$ cat src/rtl/pim_pkg.sv
// rtl/pim_pkg.sv - shared types and default sizes for the PIM weight loader
package pim_pkg;

    localparam int INPUT_SIZE = 32;
    localparam int WEIGHT_W   = 8;
    localparam int ADDR_W     = 5;

    typedef enum logic [1:0] {
        IDLE,
        FILL,
        WRITE,
        FIN
    } state_t;

    typedef logic [INPUT_SIZE*WEIGHT_W-1:0] row_t;

endpackage

$ cat src/rtl/pim_weight_loader_if.sv
// rtl/pim_weight_loader_if.sv - weight byte stream and macro row-write handshake
interface pim_weight_loader_if #(
    parameter int INPUT_SIZE = pim_pkg::INPUT_SIZE,
    parameter int WEIGHT_W   = pim_pkg::WEIGHT_W,
    parameter int ADDR_W     = pim_pkg::ADDR_W
);

    logic                           s_valid;
    logic                           s_ready;
    logic [WEIGHT_W-1:0]            s_data;
    logic                           wr_en;
    logic [ADDR_W-1:0]              wr_addr;
    logic [INPUT_SIZE*WEIGHT_W-1:0] wr_data;
    logic                           wr_ack;

    // master is the loader; slave is the byte source plus the macro
    modport master (
        input  s_valid, s_data, wr_ack,
        output s_ready, wr_en, wr_addr, wr_data
    );

    modport slave (
        output s_valid, s_data, wr_ack,
        input  s_ready, wr_en, wr_addr, wr_data
    );

endinterface

$ cat src/rtl/pim_row_packer.sv
// rtl/pim_row_packer.sv - packs accepted weight bytes into one row, lane 0 first
module pim_row_packer #(
    parameter int INPUT_SIZE = pim_pkg::INPUT_SIZE,
    parameter int WEIGHT_W   = pim_pkg::WEIGHT_W
) (
    input  logic                           clk,
    input  logic                           reset,
    input  logic                           i_fill,
    input  logic                           i_valid,
    input  logic [WEIGHT_W-1:0]            i_data,
    output logic                           o_ready,
    output logic                           o_last,
    output logic [INPUT_SIZE*WEIGHT_W-1:0] o_row
);

    localparam int LANE_W = (INPUT_SIZE > 1) ? $clog2(INPUT_SIZE) : 1;

    logic [LANE_W-1:0]              r_lane;
    logic [INPUT_SIZE*WEIGHT_W-1:0] r_row;
    logic                           w_accept;

    assign o_ready  = i_fill;
    assign w_accept = i_fill && i_valid;
    assign o_last   = w_accept && (r_lane == LANE_W'(INPUT_SIZE - 1));
    assign o_row    = r_row;

    // the row register doubles as the held write data, so it only changes on accepts
    always_ff @(posedge clk) begin
        if (reset) begin
            r_lane <= '0;
            r_row  <= '0;
        end else if (w_accept) begin
            r_row[r_lane*WEIGHT_W +: WEIGHT_W] <= i_data;
            r_lane <= o_last ? '0 : r_lane + LANE_W'(1);
        end
    end

endmodule

$ cat src/rtl/pim_weight_loader.sv
// rtl/pim_weight_loader.sv - streams weight rows into the PIM macro array
// Optional write-ack timeout enabled by defining WR_TIMEOUT_EN.
module pim_weight_loader #(
    parameter int INPUT_SIZE = pim_pkg::INPUT_SIZE,
    parameter int WEIGHT_W   = pim_pkg::WEIGHT_W,
    parameter int ADDR_W     = pim_pkg::ADDR_W,
    parameter int TIMEOUT    = 16
) (
    input  logic              clk,
    input  logic              reset,
    input  logic              start,
    input  logic [ADDR_W-1:0] base_addr,
    input  logic [ADDR_W:0]   num_rows,
    output logic              busy,
    output logic              done,
    output logic              err,
    pim_weight_loader_if.master bus
);

    import pim_pkg::*;

    state_t              r_state;
    state_t              w_next;
    logic [ADDR_W-1:0]   r_addr;
    logic [ADDR_W:0]     r_rows;
    logic                w_fill;
    logic                w_wr_en;
    logic                w_busy;
    logic                w_done;
    logic                w_last;
    logic                w_start_ok;
    logic                w_ack_ok;
    logic                w_tmo_hit;

    assign w_start_ok = (r_state == IDLE) && start;
    assign w_ack_ok   = (r_state == WRITE) && bus.wr_ack;

    pim_row_packer #(
        .INPUT_SIZE (INPUT_SIZE),
        .WEIGHT_W   (WEIGHT_W)
    ) u_packer (
        .clk     (clk),
        .reset   (reset),
        .i_fill  (w_fill),
        .i_valid (bus.s_valid),
        .i_data  (bus.s_data),
        .o_ready (bus.s_ready),
        .o_last  (w_last),
        .o_row   (bus.wr_data)
    );

    always_ff @(posedge clk) begin
        if (reset) r_state <= IDLE;
        else       r_state <= w_next;
    end

    always_comb begin
        w_next = r_state;
        case (r_state)
            IDLE: begin
                if (start) w_next = (num_rows == '0) ? FIN : FILL;
            end
            FILL: begin
                if (w_last) w_next = WRITE;
            end
            WRITE: begin
                // an ack on the final timeout cycle still counts as acceptance
                if (bus.wr_ack)     w_next = (r_rows == {{ADDR_W{1'b0}}, 1'b1}) ? FIN : FILL;
                else if (w_tmo_hit) w_next = FIN;
            end
            FIN:     w_next = IDLE;
            default: w_next = IDLE;
        endcase
    end

    always_comb begin
        w_fill  = 1'b0;
        w_wr_en = 1'b0;
        w_busy  = 1'b1;
        w_done  = 1'b0;
        case (r_state)
            IDLE:    w_busy  = 1'b0;
            FILL:    w_fill  = 1'b1;
            WRITE:   w_wr_en = 1'b1;
            FIN:     w_done  = 1'b1;
            default: w_busy  = 1'b0;
        endcase
    end

    assign bus.wr_en   = w_wr_en;
    assign bus.wr_addr = r_addr;
    assign busy        = w_busy;
    assign done        = w_done;

    always_ff @(posedge clk) begin
        if (reset) begin
            r_addr <= '0;
            r_rows <= '0;
        end else if (w_start_ok) begin
            r_addr <= base_addr;
            r_rows <= num_rows;
        end else if (w_ack_ok) begin
            r_addr <= r_addr + ADDR_W'(1);
            r_rows <= r_rows - {{ADDR_W{1'b0}}, 1'b1};
        end
    end

`ifdef WR_TIMEOUT_EN
    localparam int TMO_W = $clog2(TIMEOUT + 1);

    logic [TMO_W-1:0] r_tmo;
    logic             r_err;

    // held at zero outside WRITE so every entry starts a fresh wait
    always_ff @(posedge clk) begin
        if (reset || (r_state != WRITE)) r_tmo <= '0;
        else                             r_tmo <= r_tmo + TMO_W'(1);
    end

    assign w_tmo_hit = (r_state == WRITE) && !bus.wr_ack && (r_tmo == TMO_W'(TIMEOUT - 1));

    always_ff @(posedge clk) begin
        if (reset)          r_err <= 1'b0;
        else if (w_start_ok) r_err <= 1'b0;
        else if (w_tmo_hit)  r_err <= 1'b1;
    end

    assign err = r_err;
`else
    assign w_tmo_hit = 1'b0;
    assign err       = 1'b0;
`endif

endmodule

$ cat src/flat_wrapper.sv
// flat-port wrapper written by rule: the top's interface ports become plain ports
module pim_weight_loader_flat import pim_pkg::*;
#(
    parameter int INPUT_SIZE = pim_pkg::INPUT_SIZE,
    parameter int WEIGHT_W   = pim_pkg::WEIGHT_W,
    parameter int ADDR_W     = pim_pkg::ADDR_W,
    parameter int TIMEOUT    = 16
)
  (clk, reset, start, base_addr, num_rows, busy, done, err, bus_s_valid, bus_s_data, bus_wr_ack, bus_s_ready, bus_wr_en, bus_wr_addr, bus_wr_data);
  pim_weight_loader_if #(.INPUT_SIZE(INPUT_SIZE), .WEIGHT_W(WEIGHT_W), .ADDR_W(ADDR_W)) bus_i ();
  input  logic clk;
  input  logic reset;
  input  logic start;
  input  logic [ADDR_W-1:0] base_addr;
  input  logic [ADDR_W:0] num_rows;
  output logic busy;
  output logic done;
  output logic err;
  input wire logic [$bits(bus_i.s_valid)-1:0] bus_s_valid;
  input wire logic [$bits(bus_i.s_data)-1:0] bus_s_data;
  input wire logic [$bits(bus_i.wr_ack)-1:0] bus_wr_ack;
  output wire logic [$bits(bus_i.s_ready)-1:0] bus_s_ready;
  output wire logic [$bits(bus_i.wr_en)-1:0] bus_wr_en;
  output wire logic [$bits(bus_i.wr_addr)-1:0] bus_wr_addr;
  output wire logic [$bits(bus_i.wr_data)-1:0] bus_wr_data;
  assign bus_i.s_valid = bus_s_valid;
  assign bus_i.s_data = bus_s_data;
  assign bus_i.wr_ack = bus_wr_ack;
  assign bus_s_ready = bus_i.s_ready;
  assign bus_wr_en = bus_i.wr_en;
  assign bus_wr_addr = bus_i.wr_addr;
  assign bus_wr_data = bus_i.wr_data;
  pim_weight_loader #(.INPUT_SIZE(INPUT_SIZE), .WEIGHT_W(WEIGHT_W), .ADDR_W(ADDR_W), .TIMEOUT(TIMEOUT)) u_core (.clk(clk), .reset(reset), .start(start), .base_addr(base_addr), .num_rows(num_rows), .busy(busy), .done(done), .err(err), .bus(bus_i));
endmodule
$ cat config.mk
export PLATFORM = sky130hd
export DESIGN_NAME = pim_weight_loader_flat
export DESIGN_NICKNAME = d
export VERILOG_FILES = /design/src/rtl/pim_pkg.sv /design/src/rtl/pim_weight_loader_if.sv /design/src/rtl/pim_row_packer.sv /design/src/rtl/pim_weight_loader.sv /design/src/flat_wrapper.sv
export SDC_FILE = /design/constraint.sdc
export NUM_CORES = 1
export LEC_CHECK = 0
export ABC_AREA = 1
export ABC_CLOCK_PERIOD_IN_PS = 3600
export BUFFER_PORTS_ARGS = -buffer_cell sky130_fd_sc_hd__buf_4
export CAP_MARGIN = 5
export CORE_MARGIN = 8
export CORE_UTILIZATION = 55
export DETAILED_ROUTE_END_ITERATION = 10
export GPL_TIMING_DRIVEN = 0
export PLACE_DENSITY_LB_ADDON = 0.15
export SLEW_MARGIN = 20
export SYNTH_ARGS = -nofsm -noshare
export SYNTH_HDL_FRONTEND = slang
export SYNTH_SLANG_ARGS = --single-unit
$ cat constraint.sdc
create_clock -name clk -period 3.6 [get_ports clk]
set_clock_uncertainty 0.15 [all_clocks]
set_input_delay 0.9 -clock clk [delete_from_list [all_inputs] [get_ports clk]]
set_output_delay 0.9 -clock clk [all_outputs]
set_load 0.01 [all_outputs]
==> results.toml, run 1 <==
[worst_setup_path]
type_of_origin_of_the_critical_path = "register"
timing.critical_path.fanout_max = 15
cp.buffers_inverters = 5
capturing_point_of_the_worst_reg2reg_path = "u_core.u_packer.o_row[63]$_SDFFE_PP0P_"
flop2flop_setup_slack_ps = 200
criticalPathCategory = "register to register"
critical-path-slowest-cell = "sky130_fd_sc_hd__buf_1"
worstSetupEndpointType = "register"
r2r.worst_path.cells = 13
critical_path_arrival_ps = 3700
cp_slowest_stage_delay_ps = 490
worst_r2r_startpoint = "u_core.u_packer.r_lane[0]$_SDFFE_PP0P_"
timing.critical_path.required_ps = 3900
worstPathCellList = "buf_2 > inv_2 > ha_1 > nand2_1 > nor2_1 > ha_1 > inv_1 > nor3_4 > buf_2 > buf_1 > nand4_1 > nand2_1 > nor2_1"
path_delay_family = "buffers and inverters"

[drt]
wirelength_met1_um = 19300
dr.max_layer_used = "met4"
routed_via_density = 5.279
initialDrtViolationCount = 1398
drt-wirelength-per-cell_um = 17.53
detail-route-antenna-nets = 0
wl_met2_um = 21640
dr_wl_met3_um = 5050
vias = 14500
firstDrtPassIters = 5
wl_um = 48140
drc = 0

[hold_path]
min_path_cells = 2
hp-start = "u_core.u_packer.o_row[237]$_SDFFE_PP0P_"
timing.hold.worst.class = "register to register"
min_to = "u_core.u_packer.o_row[237]$_SDFFE_PP0P_"

[synthesis]
mean_instance_size_in_the_synthesized_netlist_um2 = 6.331
synth.lib_cells_used.distinct = 36
ys_ff_latch = 274
synth_top_family_by_area = "simple AND/OR/NAND/NOR gates"
seq_area_frac_synth_pct = 41.52
synthSimpleGateAreaFrac_pct = 42.78
yosys.area_share.xor_xnor_pct = 0.3314
synthCells = 2087
post_synth_instance_area_um2 = 13210
synth_ff_type = "sky130_fd_sc_hd__dfxtp_1"
synth-edff-count = 0
yosys_warnings = 0
synth-adder-area-share_pct = 0.6629
synth_async_sr_flop_share_pct = 0
synth.mux.area_fraction_pct = 0
synth_compound_gate_area_share_pct = 2.566
synthesis.nets = 2118

[clocking]
cts_tree = "yes"
cts_root_buf = "sky130_fd_sc_hd__clkbuf_16"
cts_buffers = 28
holdBufCountCts = 0
clkTransAtPathRegs_ps = 70
clk-insertion-delay-late_ps = 550
cts.sink_count = 274
cts.htree.levels = 1
cts_buffer_depth = 3

[finish]
syn_to_final_growth_pct = 26.93
final_non_filler_cell_total = 2746
antenna_diode_count = 0
final_layout_size_suffix_gt1_share_pct = 17.68
layout.nets = 2437

[global_routing]
grt-ovfl-total = 0
grt_pass1_vias = 13420
groute.usage.overall_pct = 31.23
pin_count_of_the_biggest_net_entering_global_routing = 16
grt_antenna_before_repair = 0
grt_first_pass_wirelength_um = 72430

[die]
dieHeight_um = 171.0
floorplan.io_pins = 290
dieWidth_um = 171.0
core-area_um2 = 23540
std_cell_rows = 56
start_util_pct = 56.12
fp.dieArea_um2 = 29240

[place]
detailed_placement_wirelength_estimate_um = 36660
placed_cells = 2693
gp_congestion = 0.9597
io_buffer_count = 287
pre_cts_ws_ps = -353.3

[power_and_ir_drop]
power_density_nw_per_um2 = 420.2
peakVddDrop_uv = 341.4
static-leakage-power_uw = 0.008196

[timing]
final.setup.worst_slack_ps = 202.1
final_max_slew_viols = 0
rsz0062_at_grt = "false"
worst-slew-pin-transition_ps = 928.3
finalHoldViolCount = 0
fin_crit_ps = 3398
finalCritPeriodShare_pct = 94.39
fmax_mhz = 294.3
setup_violations = 0
slew_headroom_pct = 37.64

[job]
drv.max_cap_violation_count = 0

[status]
run_status = "complete, no violations"
-- cells by family after synthesis --
family / Yosys count
compound gates: 63
xor+xnor: 5
fa+ha+maj: 7
buf+inv: 408
flops: 274
other cells: 1
simple gates: 1329
-- cells in the mapped netlist, drive strengths merged, types with 5 or more instances --
library cell	instances	area [um^2]
nand2	570	2160
nor2	488	1942
inv	286	1074
dfxtp	274	5485
nand4	115	725.7
nand3	111	565.5
buf	80	369.1
clkbuf	40	150.1
nor3	37	201.5
o21ai	37	185.2
a21oi	14	70.07
ha	7	87.58
a31oi	6	37.54
nand3b	5	37.54
-- registers in the layout, summed over array words and instances (netlist names) --
signal and count:
u_core.bus.wr_addr 5, u_core.r_rows 6, u_core.r_state 2, u_core.u_packer.o_row 256, u_core.u_packer.r_lane 5
-- layout by cell type, fill, tap and decap left out, types with 3 or more instances in the layout --
master / n
sky130_fd_sc_hd__nor3_1: 35
sky130_fd_sc_hd__ha_1: 7
sky130_fd_sc_hd__o21ai_0: 25
sky130_fd_sc_hd__o21ai_1: 12
sky130_fd_sc_hd__nand4_1: 114
sky130_fd_sc_hd__clkbuf_16: 28
sky130_fd_sc_hd__clkbuf_8: 8
sky130_fd_sc_hd__nand3_1: 109
sky130_fd_sc_hd__nand2_1: 566
sky130_fd_sc_hd__nor2_1: 468
sky130_fd_sc_hd__buf_1: 28
sky130_fd_sc_hd__xnor2_1: 3
sky130_fd_sc_hd__clkbuf_1: 40
sky130_fd_sc_hd__buf_4: 293
sky130_fd_sc_hd__inv_2: 7
sky130_fd_sc_hd__dfxtp_1: 274
sky130_fd_sc_hd__inv_1: 278
sky130_fd_sc_hd__buf_2: 50
sky130_fd_sc_hd__a31oi_1: 6
sky130_fd_sc_hd__a21oi_1: 14
sky130_fd_sc_hd__nor2_4: 12
sky130_fd_sc_hd__clkinv_2: 5
sky130_fd_sc_hd__nor2_2: 8
sky130_fd_sc_hd__nand3b_1: 5
sky130_fd_sc_hd__bufinv_16: 3
-- final cells by class --
type / count / area [um^2]
fill: 2032 / 6771
timing repair buffer: 291 / 2185
clock buffer: 39 / 822.0
inverter: 288 / 1084
multi-input combinational: 1405 / 6127
tap: 319 / 399.1
clock inverter: 12 / 155.1
sequential: 274 / 5485
buffer: 118 / 514.2
-- power breakdown --
part / internal (uW) / switching [uW]
clock network: 1810 / 1260
registers: 3050 / 20.0
logic: 203 / 702
-- stage by stage --
stage | instance area [um^2] | hold WS (ps) | total power [uW] | setup TNS [ps] | util [%]
2_1_floorplan | 13210 | 308.8 | 3702 | 0 | -
3_3_place_gp | 15770 | 315.7 | 3995 | -16900 | 66.97
3_5_place_dp | 15770 | 322.6 | 4006 | -22470 | 66.97
4_1_cts | 16750 | 336.8 | 7026 | 0 | 71.16
5_1_grt | 16770 | 358.2 | 7242 | 0 | 71.24
6_report | 16770 | 331.7 | 7048 | 0 | 71.24
-- what timing repair did --
action | 4_1_cts | 5_1_grt
buffers inserted | 2 | 2
resized for setup | 2 | 1
pin swaps | 1 | 1
endpoints found under the setup margin | 179 | 5
hold endpoints to repair | 0 | 0
-- worst max-delay path by stage --
stage                                                 startpoint                                       to  cells past startpoint
after floorplan           u_core.u_packer.r_lane[0]$_SDFFE_PP0P_  u_core.u_packer.o_row[230]$_SDFFE_PP0P_                     17
after global placement    u_core.u_packer.r_lane[0]$_SDFFE_PP0P_   u_core.u_packer.o_row[71]$_SDFFE_PP0P_                     15
after detailed placement  u_core.u_packer.r_lane[0]$_SDFFE_PP0P_   u_core.u_packer.o_row[71]$_SDFFE_PP0P_                     15
after CTS                 u_core.u_packer.r_lane[0]$_SDFFE_PP0P_   u_core.u_packer.o_row[95]$_SDFFE_PP0P_                     14
after global routing      u_core.u_packer.r_lane[0]$_SDFFE_PP0P_   u_core.u_packer.o_row[91]$_SDFFE_PP0P_                     15
final                     u_core.u_packer.r_lane[0]$_SDFFE_PP0P_   u_core.u_packer.o_row[63]$_SDFFE_PP0P_                     13
-- routing by layer --
layer	vias to the layer above	track usage, %
li1	7020	-
met2	760	50.61
met5	-	0
met3	134	6.983
met1	6582	39.30
met4	0	13.88
-- worst reg2reg max path, cell delays in order, from the launching register on --
cell and delay, ps:
sky130_fd_sc_hd__dfxtp_1 340, sky130_fd_sc_hd__buf_2 200, sky130_fd_sc_hd__inv_2 150, sky130_fd_sc_hd__ha_1 260, sky130_fd_sc_hd__nand2_1 80, sky130_fd_sc_hd__nor2_1 40
sky130_fd_sc_hd__ha_1 430, sky130_fd_sc_hd__inv_1 180, sky130_fd_sc_hd__nor3_4 320, sky130_fd_sc_hd__buf_2 300, sky130_fd_sc_hd__buf_1 490, sky130_fd_sc_hd__nand4_1 200
sky130_fd_sc_hd__nand2_1 110, sky130_fd_sc_hd__nor2_1 40
No activity file was read; power rests on OpenSTA's default activity.
==> run 2, diff against run 1 <==
--- a/config.mk
+++ b/config.mk
@@ -7,7 +7,7 @@
 export LEC_CHECK = 0
 export ABC_AREA = 1
 export ABC_CLOCK_PERIOD_IN_PS = 3600
-export BUFFER_PORTS_ARGS = -buffer_cell sky130_fd_sc_hd__buf_4
+export BUFFER_PORTS_ARGS = -buffer_cell sky130_fd_sc_hd__buf_2
 export CAP_MARGIN = 5
 export CORE_MARGIN = 8
 export CORE_UTILIZATION = 55
@@ -18,3 +18,4 @@
 export SYNTH_ARGS = -nofsm -noshare
 export SYNTH_HDL_FRONTEND = slang
 export SYNTH_SLANG_ARGS = --single-unit
+export TNS_END_PERCENT = 100
==> results.toml, run 2 (same netlist as run 1, synthesis figures left out) <==
[clocking]
cts_tree = "yes"
cts_root_buf = "sky130_fd_sc_hd__clkbuf_16"
cts_buffer_depth = 3
holdBufCountCts = 0
clkTransAtPathRegs_ps = 70
cts_buffers = 29
cts.htree.levels = 1
cts.sink_count = 274
clk-insertion-delay-late_ps = 550

[die]
core-area_um2 = 23540
start_util_pct = 56.12
fp.dieArea_um2 = 29240
dieWidth_um = 171.0
dieHeight_um = 171.0
std_cell_rows = 56
floorplan.io_pins = 290

[power_and_ir_drop]
peakVddDrop_uv = 312.3
static-leakage-power_uw = 0.008202
power_density_nw_per_um2 = 435.9

[global_routing]
pin_count_of_the_biggest_net_entering_global_routing = 16
grt_antenna_before_repair = 1
grt_first_pass_wirelength_um = 70270
grt-ovfl-total = 0
groute.usage.overall_pct = 30.22
grt_pass1_vias = 13170

[drt]
firstDrtPassIters = 6
vias = 14300
initialDrtViolationCount = 1386
detail-route-antenna-nets = 0
drt-wirelength-per-cell_um = 16.80
wl_um = 46170
routed_via_density = 5.205
drc = 0

[place]
detailed_placement_wirelength_estimate_um = 35320
dpl_cell_area_um2 = 15050
pre_cts_ws_ps = -270.1
io_buffer_count = 287
placed_cells = 2693
gp_congestion = 0.9907

[job]
drv.max_cap_violation_count = 0

[timing]
fmax_mhz = 298.2
finalCritPeriodShare_pct = 93.16
finalSetupTns_ps = 0
setup_violations = 0
worst-slew-pin-transition_ps = 929.8
finalHoldViolCount = 0
slew_headroom_pct = 37.53
final_max_slew_viols = 0
fin_crit_ps = 3354
final.setup.worst_slack_ps = 246.2
rsz0062_at_grt = "false"

[worst_setup_path]
critical-path-slowest-cell = "sky130_fd_sc_hd__nor2_4"
flop2flop_setup_slack_ps = 250
timing.critical_path.fanout_max = 15
path_common_cell = "sky130_fd_sc_hd__nand2_1"
criticalPathCategory = "register to register"
cp_slowest_stage_delay_ps = 340
worst_r2r_startpoint = "u_core.u_packer.r_lane[0]$_SDFFE_PP0P_"
type_of_origin_of_the_critical_path = "register"
capturing_point_of_the_worst_reg2reg_path = "u_core.u_packer.o_row[207]$_SDFFE_PP0P_"
worstSetupEndpointType = "register"
critical_path_arrival_ps = 3650
worstSetupStartpoint = "u_core.u_packer.r_lane[0]$_SDFFE_PP0P_"
worstPathCellList = "buf_2 > inv_2 > ha_1 > nand2_1 > nor2_1 > ha_1 > inv_1 > nand2_1 > nor2_4 > nand2_4 > nor2_4 > buf_2 > nand2_1 > nand2_1 > nor2_1"
r2r.worst_path.cells = 15
timing.critical_path.required_ps = 3900

[finish]
mostFrequentLayoutCells = "sky130_fd_sc_hd__nand2_1 (566), sky130_fd_sc_hd__nor2_1 (468), sky130_fd_sc_hd__buf_2 (337), sky130_fd_sc_hd__inv_1 (278), sky130_fd_sc_hd__dfxtp_1 (274)"
largest_register_ff_count = 256
post-route-util_pct = 68.15
layout.nets = 2437
filler_cell_count = 2201
syn_to_final_growth_pct = 21.44
final_non_filler_cell_total = 2748
final_cell_area_um2 = 16050
final_layout_size_suffix_gt1_share_pct = 17.59
final_common_cell = "sky130_fd_sc_hd__nand2_1"

[hold_path]
hp-start = "u_core.u_packer.o_row[132]$_SDFFE_PP0P_"
min_to = "u_core.u_packer.o_row[132]$_SDFFE_PP0P_"
min_path_cells = 2
timing.hold.worst.class = "register to register"

[status]
run_status = "complete, no violations"
-- run 2: cell count changes in the layout (fill, tap and decap cells not counted), sizes merged --
cell | previous run | this run
clkbuf | 77 | 81
clkinv | 9 | 6
buf | 371 | 370
bufinv | 3 | 2
clkinvlp | 2 | 3
diode | 0 | 1
inv | 286 | 287
-- run 2: layout make-up --
| class | instances | area, um^2 | share of cell area [%] |
|---|---|---|---|
| antenna | 1 | 2.502 | 0.01560 |
| buffer | 118 | 514.2 | 3.205 |
| clock buffer | 43 | 858.3 | 5.349 |
| clock inverter | 10 | 111.4 | 0.6940 |
| inverter | 288 | 1084 | 6.753 |
| multi-input combinational | 1405 | 6132 | 38.22 |
| sequential | 274 | 5485 | 34.19 |
| tap | 319 | 399.1 | 2.488 |
| timing repair buffer | 290 | 1459 | 9.092 |
-- run 2: worst max path at each step --
stage | end | slack [ps] | depth (start not counted)
floorplan | u_core.u_packer.o_row[230]$_SDFFE_PP0P_ | 640 | 17
global placement | u_core.u_packer.o_row[71]$_SDFFE_PP0P_ | -200 | 15
detailed placement | u_core.u_packer.o_row[66]$_SDFFE_PP0P_ | -270 | 15
CTS | u_core.u_packer.o_row[93]$_SDFFE_PP0P_ | 130 | 16
global route | u_core.u_packer.o_row[94]$_SDFFE_PP0P_ | 100 | 16
finish | u_core.u_packer.o_row[207]$_SDFFE_PP0P_ | 250 | 15
-- run 2: report_power, final --
part           internal, uW  switching, uW  total (uW)
clock                  1790           1260        3050
combinational           188            686         874
sequential             3050           19.8        3070
total                  5030           1960        6990
-- run 2: critical path: cells and delay by family (launching register included) --
family | cells | cell delay, ps
fa+ha+maj | 2 | 600
simple gates | 9 | 1330
flops | 1 | 320
buf+inv | 4 | 860
-- run 2: per-layer routing --
metal,global-route usage [%],wire (um)
met2,48.66,20300
met4,14.33,2160
met5,0,0
met3,6.338,4503
met1,38.18,19200
-- run 2: timing repair --
item                                    in CTS  in global routing
pin swaps                                    1                  1
gates resized for setup                      1                  4
endpoints found under the setup margin     142                 76
setup buffers                                2                  1
-- run 2: stage by stage --
step / power (uW) / hold WS (ps)
floorplan: 3702 / 308.8
global placement: 3969 / 306.7
detailed placement: 3978 / 316.1
CTS: 6982 / 324.7
global route: 7216 / 344.9
finish: 6994 / 326.2
